### src/rtl/map_overlay_buffered_pkg.sv
// Shared types and constants for the buffered map overlay:
// fixed-point player coordinates, overlay colours and fetcher states.
package map_overlay_buffered_pkg;

    // Player coordinates: 8 integer bits above 8 fraction bits.
    localparam int FIX_W    = 16;
    localparam int FIX_FRAC = 8;
    typedef logic [FIX_W-1:0] fix_t;

    // First hblank column; the row fetch for the next line starts here.
    localparam int H_VIEW_DEFAULT = 640;

    // BBGGRR colours.
    localparam logic [5:0] RGB_PLAYER = 6'b00_11_11;
    localparam logic [5:0] RGB_PCELL  = 6'b00_01_00;
    localparam logic [5:0] RGB_GRID   = 6'b01_00_00;
    localparam logic [5:0] RGB_WALL   = 6'b11_00_00;
    localparam logic [5:0] RGB_BLACK  = 6'b00_00_00;

    typedef enum logic [1:0] {
        ST_IDLE  = 2'd0,
        ST_FETCH = 2'd1,
        ST_DONE  = 2'd2
    } fetch_state_t;

    // Fraction field of a fixed-point coordinate.
    function automatic logic [FIX_FRAC-1:0] fix_frac(input fix_t v);
        return v[FIX_FRAC-1:0];
    endfunction

endpackage

### src/rtl/map_overlay_buffered_fetcher.sv
// map_row_fetcher: reads one map row per hblank over a req/ack port into
// a double-buffered row cache; swaps at line start or flags a miss.
// Ports: clk, reset, hpos, vpos, overlay_en; ROM req/col/row/ack/val;
//        o_fetch_miss (sticky); active_row (row shown on the current line).
module map_row_fetcher
    import map_overlay_buffered_pkg::*;
#(
    parameter int H_VIEW          = H_VIEW_DEFAULT,
    parameter int MAP_WIDTH_BITS  = 4,
    parameter int MAP_HEIGHT_BITS = 4,
    parameter int MAP_SCALE       = 3,
    parameter int OVL_Y           = 0
) (
    input  logic                             clk,
    input  logic                             reset,
    input  logic [9:0]                       hpos,
    input  logic [9:0]                       vpos,
    input  logic                             overlay_en,
    output logic                             o_map_req,
    output logic [MAP_WIDTH_BITS-1:0]        o_map_col,
    output logic [MAP_HEIGHT_BITS-1:0]       o_map_row,
    input  logic                             i_map_ack,
    input  logic                             i_map_val,
    output logic                             o_fetch_miss,
    output logic [(1<<MAP_WIDTH_BITS)-1:0]   active_row
);

    localparam int MW = 1 << MAP_WIDTH_BITS;
    localparam int MH = 1 << MAP_HEIGHT_BITS;

    localparam logic [9:0] H_VIEW10 = 10'(H_VIEW);
    localparam logic [9:0] OY10     = 10'(OVL_Y);
    localparam logic [9:0] ROWS_PX  = 10'(MH << MAP_SCALE);
    localparam logic [MAP_WIDTH_BITS-1:0] LAST_COL =
        MAP_WIDTH_BITS'(MW - 1);

    fetch_state_t state;

    logic [MW-1:0] buf_a;
    logic [MW-1:0] buf_b;
    logic          sel_b;

    logic [9:0]  vp1;
    logic [10:0] vdiff;
    logic [9:0]  vn;
    logic        trigger;
    logic        line_start;
    logic [MAP_HEIGHT_BITS-1:0] trig_row;

    // Row for the next line, relative to the overlay top; the borrow bit
    // of vdiff means the next line is above the overlay.
    assign vp1      = vpos + 10'd1;
    assign vdiff    = {1'b0, vp1} - {1'b0, OY10};
    assign vn       = vdiff[9:0];
    assign trig_row = vn[MAP_SCALE +: MAP_HEIGHT_BITS];

    assign trigger = overlay_en && (hpos == H_VIEW10)
                  && !vdiff[10] && (vn < ROWS_PX);

    assign line_start = (hpos == 10'd0);

    assign active_row = sel_b ? buf_b : buf_a;

    always_ff @(posedge clk) begin
        if (reset) begin
            state        <= ST_IDLE;
            o_map_req    <= 1'b0;
            o_map_col    <= '0;
            o_map_row    <= '0;
            buf_a        <= '0;
            buf_b        <= '0;
            sel_b        <= 1'b0;
            o_fetch_miss <= 1'b0;
        end else begin
            unique case (state)
                ST_IDLE: begin
                    if (trigger) begin
                        state     <= ST_FETCH;
                        o_map_req <= 1'b1;
                        o_map_col <= '0;
                        o_map_row <= trig_row;
                    end
                end
                ST_FETCH: begin
                    if (line_start) begin
                        // Too late: keep showing the previous row.
                        o_fetch_miss <= 1'b1;
                        o_map_req    <= 1'b0;
                        state        <= ST_IDLE;
                    end else if (i_map_ack) begin
                        if (sel_b) begin
                            buf_a[o_map_col] <= i_map_val;
                        end else begin
                            buf_b[o_map_col] <= i_map_val;
                        end
                        if (!overlay_en) begin
                            o_map_req <= 1'b0;
                            state     <= ST_IDLE;
                        end else if (o_map_col == LAST_COL) begin
                            o_map_req <= 1'b0;
                            state     <= ST_DONE;
                        end else begin
                            o_map_col <= o_map_col + 1'b1;
                        end
                    end
                end
                ST_DONE: begin
                    if (line_start) begin
                        sel_b <= ~sel_b;
                        state <= ST_IDLE;
                    end
                end
                default: begin
                    state     <= ST_IDLE;
                    o_map_req <= 1'b0;
                end
            endcase
        end
    end

endmodule

### src/rtl/map_overlay_buffered.sv
// Top-down map overlay: geometry, gridlines, player marker and walls
// from a row cache filled during hblank by map_row_fetcher.
// Ports: clk, reset, hpos, vpos, playerX/Y, overlay_en; ROM req/ack port;
//        in_map_overlay, map_rgb (BBGGRR), o_fetch_miss.
module map_overlay_buffered
    import map_overlay_buffered_pkg::*;
#(
    parameter int H_VIEW          = H_VIEW_DEFAULT,
    parameter int MAP_WIDTH_BITS  = 4,
    parameter int MAP_HEIGHT_BITS = 4,
    parameter int MAP_SCALE       = 3,
    parameter int OVL_X           = 0,
    parameter int OVL_Y           = 0
) (
    input  logic                       clk,
    input  logic                       reset,
    input  logic [9:0]                 hpos,
    input  logic [9:0]                 vpos,
    input  fix_t                       playerX,
    input  fix_t                       playerY,
    input  logic                       overlay_en,
    output logic                       o_map_req,
    output logic [MAP_WIDTH_BITS-1:0]  o_map_col,
    output logic [MAP_HEIGHT_BITS-1:0] o_map_row,
    input  logic                       i_map_ack,
    input  logic                       i_map_val,
    output logic                       in_map_overlay,
    output logic [5:0]                 map_rgb,
    output logic                       o_fetch_miss
);

    localparam int MW = 1 << MAP_WIDTH_BITS;
    localparam int MH = 1 << MAP_HEIGHT_BITS;
    localparam int CW = 10 - MAP_SCALE;

    // One extra pixel/line closes the grid on the right and bottom.
    localparam logic [9:0] OW   = 10'((MW << MAP_SCALE) + 1);
    localparam logic [9:0] OH   = 10'((MH << MAP_SCALE) + 1);
    localparam logic [9:0] OX10 = 10'(OVL_X);
    localparam logic [9:0] OY10 = 10'(OVL_Y);

    logic [MW-1:0] active_row;

    map_row_fetcher #(
        .H_VIEW          (H_VIEW),
        .MAP_WIDTH_BITS  (MAP_WIDTH_BITS),
        .MAP_HEIGHT_BITS (MAP_HEIGHT_BITS),
        .MAP_SCALE       (MAP_SCALE),
        .OVL_Y           (OVL_Y)
    ) u_fetch (
        .clk          (clk),
        .reset        (reset),
        .hpos         (hpos),
        .vpos         (vpos),
        .overlay_en   (overlay_en),
        .o_map_req    (o_map_req),
        .o_map_col    (o_map_col),
        .o_map_row    (o_map_row),
        .i_map_ack    (i_map_ack),
        .i_map_val    (i_map_val),
        .o_fetch_miss (o_fetch_miss),
        .active_row   (active_row)
    );

    logic [10:0] hdiff;
    logic [10:0] vdiff;
    logic [9:0]  hx;
    logic [9:0]  vy;

    // Borrow bit set means the beam is left of / above the overlay.
    assign hdiff = {1'b0, hpos} - {1'b0, OX10};
    assign vdiff = {1'b0, vpos} - {1'b0, OY10};
    assign hx    = hdiff[9:0];
    assign vy    = vdiff[9:0];

    assign in_map_overlay = overlay_en
                         && !hdiff[10] && (hx < OW)
                         && !vdiff[10] && (vy < OH);

    // Full-width cell numbers, so the closing gridline column/row never
    // aliases onto cell 0.
    logic [CW-1:0]        cell_x;
    logic [CW-1:0]        cell_y;
    logic [MAP_SCALE-1:0] sub_x;
    logic [MAP_SCALE-1:0] sub_y;

    assign cell_x = hx[9:MAP_SCALE];
    assign cell_y = vy[9:MAP_SCALE];
    assign sub_x  = hx[MAP_SCALE-1:0];
    assign sub_y  = vy[MAP_SCALE-1:0];

    logic [MAP_WIDTH_BITS-1:0]  pl_cx;
    logic [MAP_HEIGHT_BITS-1:0] pl_cy;
    logic [MAP_SCALE-1:0]       pl_sx;
    logic [MAP_SCALE-1:0]       pl_sy;
    logic [FIX_FRAC-1:0]        frac_x;
    logic [FIX_FRAC-1:0]        frac_y;

    assign pl_cx  = playerX[FIX_FRAC +: MAP_WIDTH_BITS];
    assign pl_cy  = playerY[FIX_FRAC +: MAP_HEIGHT_BITS];
    assign frac_x = fix_frac(playerX);
    assign frac_y = fix_frac(playerY);
    assign pl_sx  = frac_x[FIX_FRAC-1 -: MAP_SCALE];
    assign pl_sy  = frac_y[FIX_FRAC-1 -: MAP_SCALE];

    logic unused_player;
    assign unused_player = ^{playerX, playerY};

    logic pl_cell;
    logic pl_pix;
    logic grid;
    logic wall;

    assign pl_cell = (cell_x == CW'(pl_cx)) && (cell_y == CW'(pl_cy));
    assign pl_pix  = pl_cell && (sub_x == pl_sx) && (sub_y == pl_sy);
    assign grid    = (sub_x == '0) || (sub_y == '0);
    assign wall    = active_row[hx[MAP_SCALE +: MAP_WIDTH_BITS]];

    always_comb begin
        map_rgb = RGB_BLACK;
        if (in_map_overlay) begin
            if (pl_pix) begin
                map_rgb = RGB_PLAYER;
            end else if (pl_cell) begin
                map_rgb = RGB_PCELL;
            end else if (grid) begin
                map_rgb = RGB_GRID;
            end else if (wall) begin
                map_rgb = RGB_WALL;
            end
        end
    end

endmodule
### config.mk
export PLATFORM = sky130hd
export DESIGN_NAME = map_overlay_buffered
export DESIGN_NICKNAME = d
export VERILOG_FILES = /design/src/rtl/map_overlay_buffered_pkg.sv /design/src/rtl/map_overlay_buffered_fetcher.sv /design/src/rtl/map_overlay_buffered.sv
export SDC_FILE = /design/constraint.sdc
export NUM_CORES = 1
export LEC_CHECK = 0
export ABC_CLOCK_PERIOD_IN_PS = 4200
export BUFFER_PORTS_ARGS = -buffer_cell sky130_fd_sc_hd__buf_2
export CAP_MARGIN = 5
export CORE_UTILIZATION = 58
export CTS_CLUSTER_SIZE = 20
export DETAILED_ROUTE_END_ITERATION = 12
export PLACE_DENSITY = 0.93
export SYNTH_ARGS = -nofsm -noshare
export SYNTH_HDL_FRONTEND = slang
export SYNTH_HIERARCHICAL = 1
export SYNTH_SLANG_ARGS = --single-unit
### constraint.sdc
create_clock -name clk -period 4.2 [get_ports clk]
set_clock_uncertainty 0.1 [all_clocks]
set_input_delay 0.63 -clock clk [delete_from_list [all_inputs] [get_ports clk]]
set_output_delay 0.63 -clock clk [all_outputs]
set_load 0.005 [all_outputs]
==> reports/metrics.csv, run 1 <==
metric,value,unit
firstDrtPassIters,6,
coreArea,4850,sq um
synth_fp_nets,401,
fin_crit,3.68,ns
fp.dieArea,5470,sq um
synth_fa_ha_area_share,1.67,%
drt-initial-drc-count,325,
hold_path.class,reg2reg,
place_hpwl,5.70,mm
antenna_found_initial,0,
worst_slack,0.516,ns
drc_errors,0,
switching_share,25.4,%
fp.dieH,74.0,um
numCtsBuffers,5,
hold_slack,0.368,ns
cts_root_buffer,clkbuf_8,
rsz0062_at_grt,no,
utilization,68.1,%
ys_seq_area_share,30.0,%
finalHoldViolations,0,
cts_resized,0,
area_growth,9.91,%
wl_per_cell,18.4,um
pwr-share-seq,55.3,%
fillerInstances,384,
synth_mux_area_share,12.2,%
clockBufferDepth,2,
diodes,0,
max-vdd-ir-drop,187,uV
dpl.cell_count,433,
critPathArrivalTime,2.95,ns
gp_congestion,0.895,
row_count,25,
grt_pass1_vias,2804,
crit_chain,"mux2_2, mux4_2, mux2i_1, mux2_2, a311oi_1, buf_2",
p_leak,1.20,nW
slowest_delay,1.07,ns
cp_common_cell,mux2_2,
maxCapViolCount,0,
clk_latency,0.30,ns
status,finished clean,
synth.avg_cell_area,8.84,sq um
maxSlewHeadroom,24.7,%
drive_gt1_share,25.9,%
synth_cell_types,49,
postRouteAntennaNets,0,
setup.worst_path.class,reg2out,
via_count,3032,
netlist_instances,340,
synth_edf_count,0,
grt_pass1_wl,12.8,mm
cts_sinks,45,
final_net_count,434,
setup_viol,0,
switchingPower,0.196,mW
synth_top_family_by_area,simple AND/OR/NAND/NOR gates,
endpoint_kind,primary output,
die_w,74.0,um
cts.clk_slew.worst_paths,0.08,ns
grt_max_degree,46,
synth_xor_area_share,4.95,%
io_buffer_count,55,
ys_warn_count,6,
worst_slew_pin_slew,1.13,ns
worst_setup_path_start_kind,flop,
finalSetupTns,0,ns
drt-total-wl,8.11,mm
final_cells,441,
start_util,62.0,%
finalCritPeriodShare,87.7,%
ys_ff_latch,45,
grt_overflow,0,
p_int,0.575,mW
max_freq,271,MHz
finalMaxSlewViolations,0,
syn-cell-area,3010,sq um
critPathMaxFanout,27,
pwr-share-clk,33.9,%
combPwrFrac,10.9,%
ctsHoldBuffers,0,
ys_async_sr_fraction,0,%
p_per_area,233,nW/um^2
grt_usage,30.3,%
synth_compound_area_share,20.0,%
yosys.area_share.simple,25.3,%
viasPerCell,6.88,
pre_cts_slack,0.950,ns
crit_slowest_cell,dfxtp_1,
htreeDepth,2,
io_pins,74,
tritoncts,built,
synth_flop_cell,dfxtp_1,
post-cts-setup-buffers,0,
crit_required,3.47,ns
[stage by stage]
stage                     power, mW  cell area, sq um
after floorplan               0.479              3010
after global placement        0.515              3220
after detailed placement      0.518              3220
after CTS                     0.775              3300
after global routing          0.793              3300
final                         0.771              3300
[per-layer routing]
metal  share of wire (%)  vias up  GRT usage (%)
met5                   0        -              0
met4                 3.7        0           17.3
met3                 9.9       42           5.56
met2                  47      206           46.5
met1                  40     1401           39.9
li1                    -     1383              -
[cell type report]
type | count | area [sq um] | share of cell area (%)
Sequential cell | 45 | 901 | 27.3
Tap cell | 67 | 83.8 | 2.54
Inverter | 8 | 30.0 | 0.909
Timing Repair Buffer | 56 | 283 | 8.56
Multi-Input combinational cell | 257 | 1930 | 58.3
Clock buffer | 8 | 80.1 | 2.42
[placed cells by master, fill, tap and decap left out, types with 6 or more instances in the layout]
cell type	n
o41ai_1	18
nor3_1	6
buf_2	55
xnor2_1	10
a21oi_1	28
nand3_1	12
nand2_1	12
o311ai_0	6
o31ai_1	12
xor2_1	7
nand4_1	32
mux2_2	21
inv_1	8
dfxtp_1	45
nor2_1	16
[critical path: cells and delay by family (launching register included)]
family / cells / cell delay, ns
compound gates: 1 / 0.08
buf+inv: 1 / 0.15
flops: 1 / 1.07
mux: 4 / 1.34
[cell usage after synthesis, types with 4 or more instances]
| cell | number | area [sq um] |
|---|---|---|
| nand3_1 | 12 | 60.1 |
| mux2_2 | 21 | 236 |
| mux4_2 | 4 | 90.1 |
| o311ai_0 | 6 | 52.6 |
| o21ai_1 | 5 | 25.0 |
| o41ai_1 | 18 | 158 |
| a31oi_1 | 5 | 31.3 |
| clkbuf_1 | 18 | 67.6 |
| mux2i_1 | 4 | 40.0 |
| xnor2_1 | 10 | 87.6 |
| nor2b_1 | 5 | 31.3 |
| nor2_1 | 16 | 60.1 |
| a21oi_1 | 28 | 140 |
| inv_1 | 8 | 30.0 |
| a211o_1 | 4 | 35.0 |
| ha_1 | 4 | 50.1 |
| buf_1 | 4 | 15.0 |
| and3_1 | 5 | 31.3 |
| nand4_1 | 32 | 200 |
| nor3_1 | 6 | 30.0 |
| nand2b_1 | 4 | 25.0 |
| xor2_1 | 7 | 61.3 |
| or3_1 | 5 | 31.3 |
| nand2_1 | 12 | 45.0 |
| o31ai_1 | 12 | 90.1 |
| dfxtp_1 | 45 | 901 |
[registers in the layout, summed over array words and instances, names as in the netlist]
name,count
u_fetch/o_map_req,1
u_fetch/buf_b,16
u_fetch/o_fetch_miss,1
u_fetch/o_map_row,4
u_fetch/buf_a,16
u_fetch/sel_b,1
u_fetch/o_map_col,4
u_fetch/state,2
[cells by family (layout without fill, tap and decap cells)]
family / Yosys count / count (layout)
AND/OR/NAND/NOR: 121 / 121
buffers and inverters: 38 / 72
AO/OA/AOI/OAI: 86 / 86
XOR/XNOR: 17 / 17
multiplexers: 29 / 29
adder cells (fa/ha/maj): 4 / 4
flip-flops: 45 / 45
[final timing paths]
kind	from	to	slack (ns)	cells after the start
worst min register to register	u_fetch/buf_b[10]	u_fetch/buf_b[10]	0.37	2
worst max register to register	u_fetch/sel_b	u_fetch/buf_a[15]	1.67	3
worst max-delay path	u_fetch/sel_b	map_rgb[4]	0.52	6
worst min-delay path	u_fetch/buf_b[10]	u_fetch/buf_b[10]	0.37	2
[power groups by stage]
stage	registers, mW	logic [mW]	clock network [mW]
floorplan	0.436	0.0431	0
global placement	0.436	0.0789	0
detailed placement	0.436	0.0818	0
CTS	0.426	0.0821	0.267
global route	0.426	0.0893	0.278
finish	0.426	0.0837	0.261
No activity file was read; power rests on OpenSTA's default activity.
==> run 2, diff against run 1 <==
--- a/config.mk
+++ b/config.mk
@@ -9,9 +9,11 @@
 export BUFFER_PORTS_ARGS = -buffer_cell sky130_fd_sc_hd__buf_2
 export CAP_MARGIN = 5
 export CORE_UTILIZATION = 58
+export CTS_BUF_LIST = sky130_fd_sc_hd__clkbuf_8 sky130_fd_sc_hd__clkbuf_16
 export CTS_CLUSTER_SIZE = 20
 export DETAILED_ROUTE_END_ITERATION = 12
 export PLACE_DENSITY = 0.93
+export SLEW_MARGIN = 30
 export SYNTH_ARGS = -nofsm -noshare
 export SYNTH_HDL_FRONTEND = slang
 export SYNTH_HIERARCHICAL = 1
==> run 2 against run 1 <==
Compared with the run above:
- clock power about the same
- combinational power down 0.6%
- fmax up 14%
- global-route usage up 0.76 points
- core utilization about the same
- sequential power about the same
- via count down 0.73%
- power down 0.54%
- cell area about the same
- register-to-register slack better by 0.35 ns
- cell count unchanged
- largest cell class unchanged
==> reports/metrics.csv, run 2 (synthesis gave the netlist of run 1 again) <==
metric,value,unit,change
viasPerCell,6.83,,was 6.88
worst_setup_path_start_kind,flop,,unchanged
drt-total-wl,8.17,mm,was 8.11 mm
grt_pass1_vias,2792,,"was 2,804"
row_count,25,,unchanged
drive_gt1_share,26.2,%,was 25.9%
layout.cells.most_common,buf_2,,unchanged
final_cell_mix,"buf_2 (55), dfxtp_1 (44), nand4_1 (32)",,"was buf_2 (55), dfxtp_1 (45), nand4_1 (32)"
final_cell_area,3300,sq um,about the same
antenna_found_initial,0,,unchanged
diodes,0,,unchanged
grt_overflow,0,,unchanged
max-vdd-ir-drop,181,uV,was 187 uV
grt_pass1_wl,13.1,mm,was 12.8 mm
tritoncts,built,,unchanged
grt_max_degree,46,,unchanged
critPathArrivalTime,2.51,ns,was 2.95 ns
setup_viol,0,,unchanged
via_count,3010,,"was 3,032"
grt_usage,31.0,%,was 30.3%
drt-initial-drc-count,475,,was 325
coreArea,4850,sq um,unchanged
htreeDepth,2,,unchanged
clk_latency,0.30,ns,about the same
cts_sinks,45,,unchanged
numCtsBuffers,5,,unchanged
fp.dieArea,5470,sq um,unchanged
place_hpwl,5.70,mm,unchanged
maxSlewHeadroom,48.0,%,was 24.7%
io_buffer_count,55,,unchanged
die_w,74.0,um,unchanged
drc_errors,0,,unchanged
ctsHoldBuffers,0,,unchanged
finalSetupTns,0,ns,unchanged
largest_registers,"u_fetch/buf_a (16), u_fetch/buf_b (16)",,unchanged
finalMaxSlewViolations,0,,unchanged
hold_path.class,reg2reg,,unchanged
cts_resized,0,,unchanged
setup.worst_path.class,reg2out,,unchanged
fp.dieH,74.0,um,unchanged
rsz0062_at_grt,no,,unchanged
maxCapViolCount,0,,unchanged
status,finished clean,,unchanged
postRouteAntennaNets,0,,unchanged
cts_root_buffer,clkbuf_8,,unchanged
final_cells,441,,unchanged
fin_crit,3.24,ns,was 3.68 ns
crit_required,3.47,ns,about the same
reg2reg_slack,2.02,ns,was 1.67 ns
finalCritPeriodShare,77.2,%,was 87.7%
worst_slew_pin_slew,0.779,ns,was 1.13 ns
dpl.cell_count,433,,unchanged
place_area,3220,sq um,about the same
endpoint_kind,primary output,,unchanged
final_net_count,434,,unchanged
wl_per_cell,18.5,um,was 18.4 um
critPathMaxFanout,27,,unchanged
gp_congestion,0.895,,unchanged
firstDrtPassIters,5,,was 6
area_growth,9.95,%,was 9.91%
post-cts-setup-buffers,0,,unchanged
utilization,68.2,%,was 68.1%
p_per_area,232,nW/um^2,was 233 nW/um^2
clockBufferDepth,2,,unchanged
start_util,62.0,%,unchanged
cts.clk_slew.worst_paths,0.08,ns,about the same
finalHoldViolations,0,,unchanged
io_pins,74,,unchanged
p_leak,1.21,nW,was 1.20 nW
max_freq,309,MHz,was 271 MHz
==> run 2: cell type report <==
cell class                      count  area, sq um
Inverter                            8         30.0
Multi-Input combinational cell    257         1930
Clock inverter                      3         11.3
Clock buffer                        5         68.8
Sequential cell                    45          902
Tap cell                           67         83.8
Timing Repair Buffer               56          283
Fill cell                         393         1540
==> run 2: report_power, final <==
part / switching [mW] / internal (mW)
registers: 0.0000165 / 0.426
logic: 0.0526 / 0.0306
clock network: 0.146 / 0.111
==> run 2: worst paths after layout <==
check	start	cells past startpoint	end
setup / recovery	u_fetch/sel_b	6	map_rgb[4]
hold / removal	u_fetch/buf_b[10]	2	u_fetch/buf_b[10]
setup reg to reg	u_fetch/state[0]	4	u_fetch/buf_a[7]
hold reg to reg	u_fetch/buf_b[10]	2	u_fetch/buf_b[10]
==> run 2: critical path: stages (launching register included) <==
cell	delay (ns)
dfxtp_2	0.71
mux2_2	0.41
mux4_2	0.47
mux2i_1	0.18
mux2_2	0.20
a311oi_1	0.08
buf_2	0.15
==> run 2: metal layers <==
| metal | global-route usage, % | vias to the layer above | routed length [um] |
|---|---|---|---|
| li1 | - | 1390 | - |
| met1 | 42.6 | 1398 | 3400 |
| met2 | 48.0 | 188 | 3840 |
| met3 | 4.88 | 34 | 666 |
| met4 | 14.1 | 0 | 262 |
| met5 | 0 | - | 0 |
==> run 2: stage by stage <==
step / setup WS [ns] / hold slack, ns / total power [mW]
6_report: 0.959 / 0.370 / 0.767
5_1_grt: 0.846 / 0.394 / 0.790
4_1_cts: 0.976 / 0.365 / 0.766
3_5_place_dp: 1.27 / 0.354 / 0.518
3_3_place_gp: 0.931 / 0.345 / 0.515
2_1_floorplan: 1.39 / 0.335 / 0.479
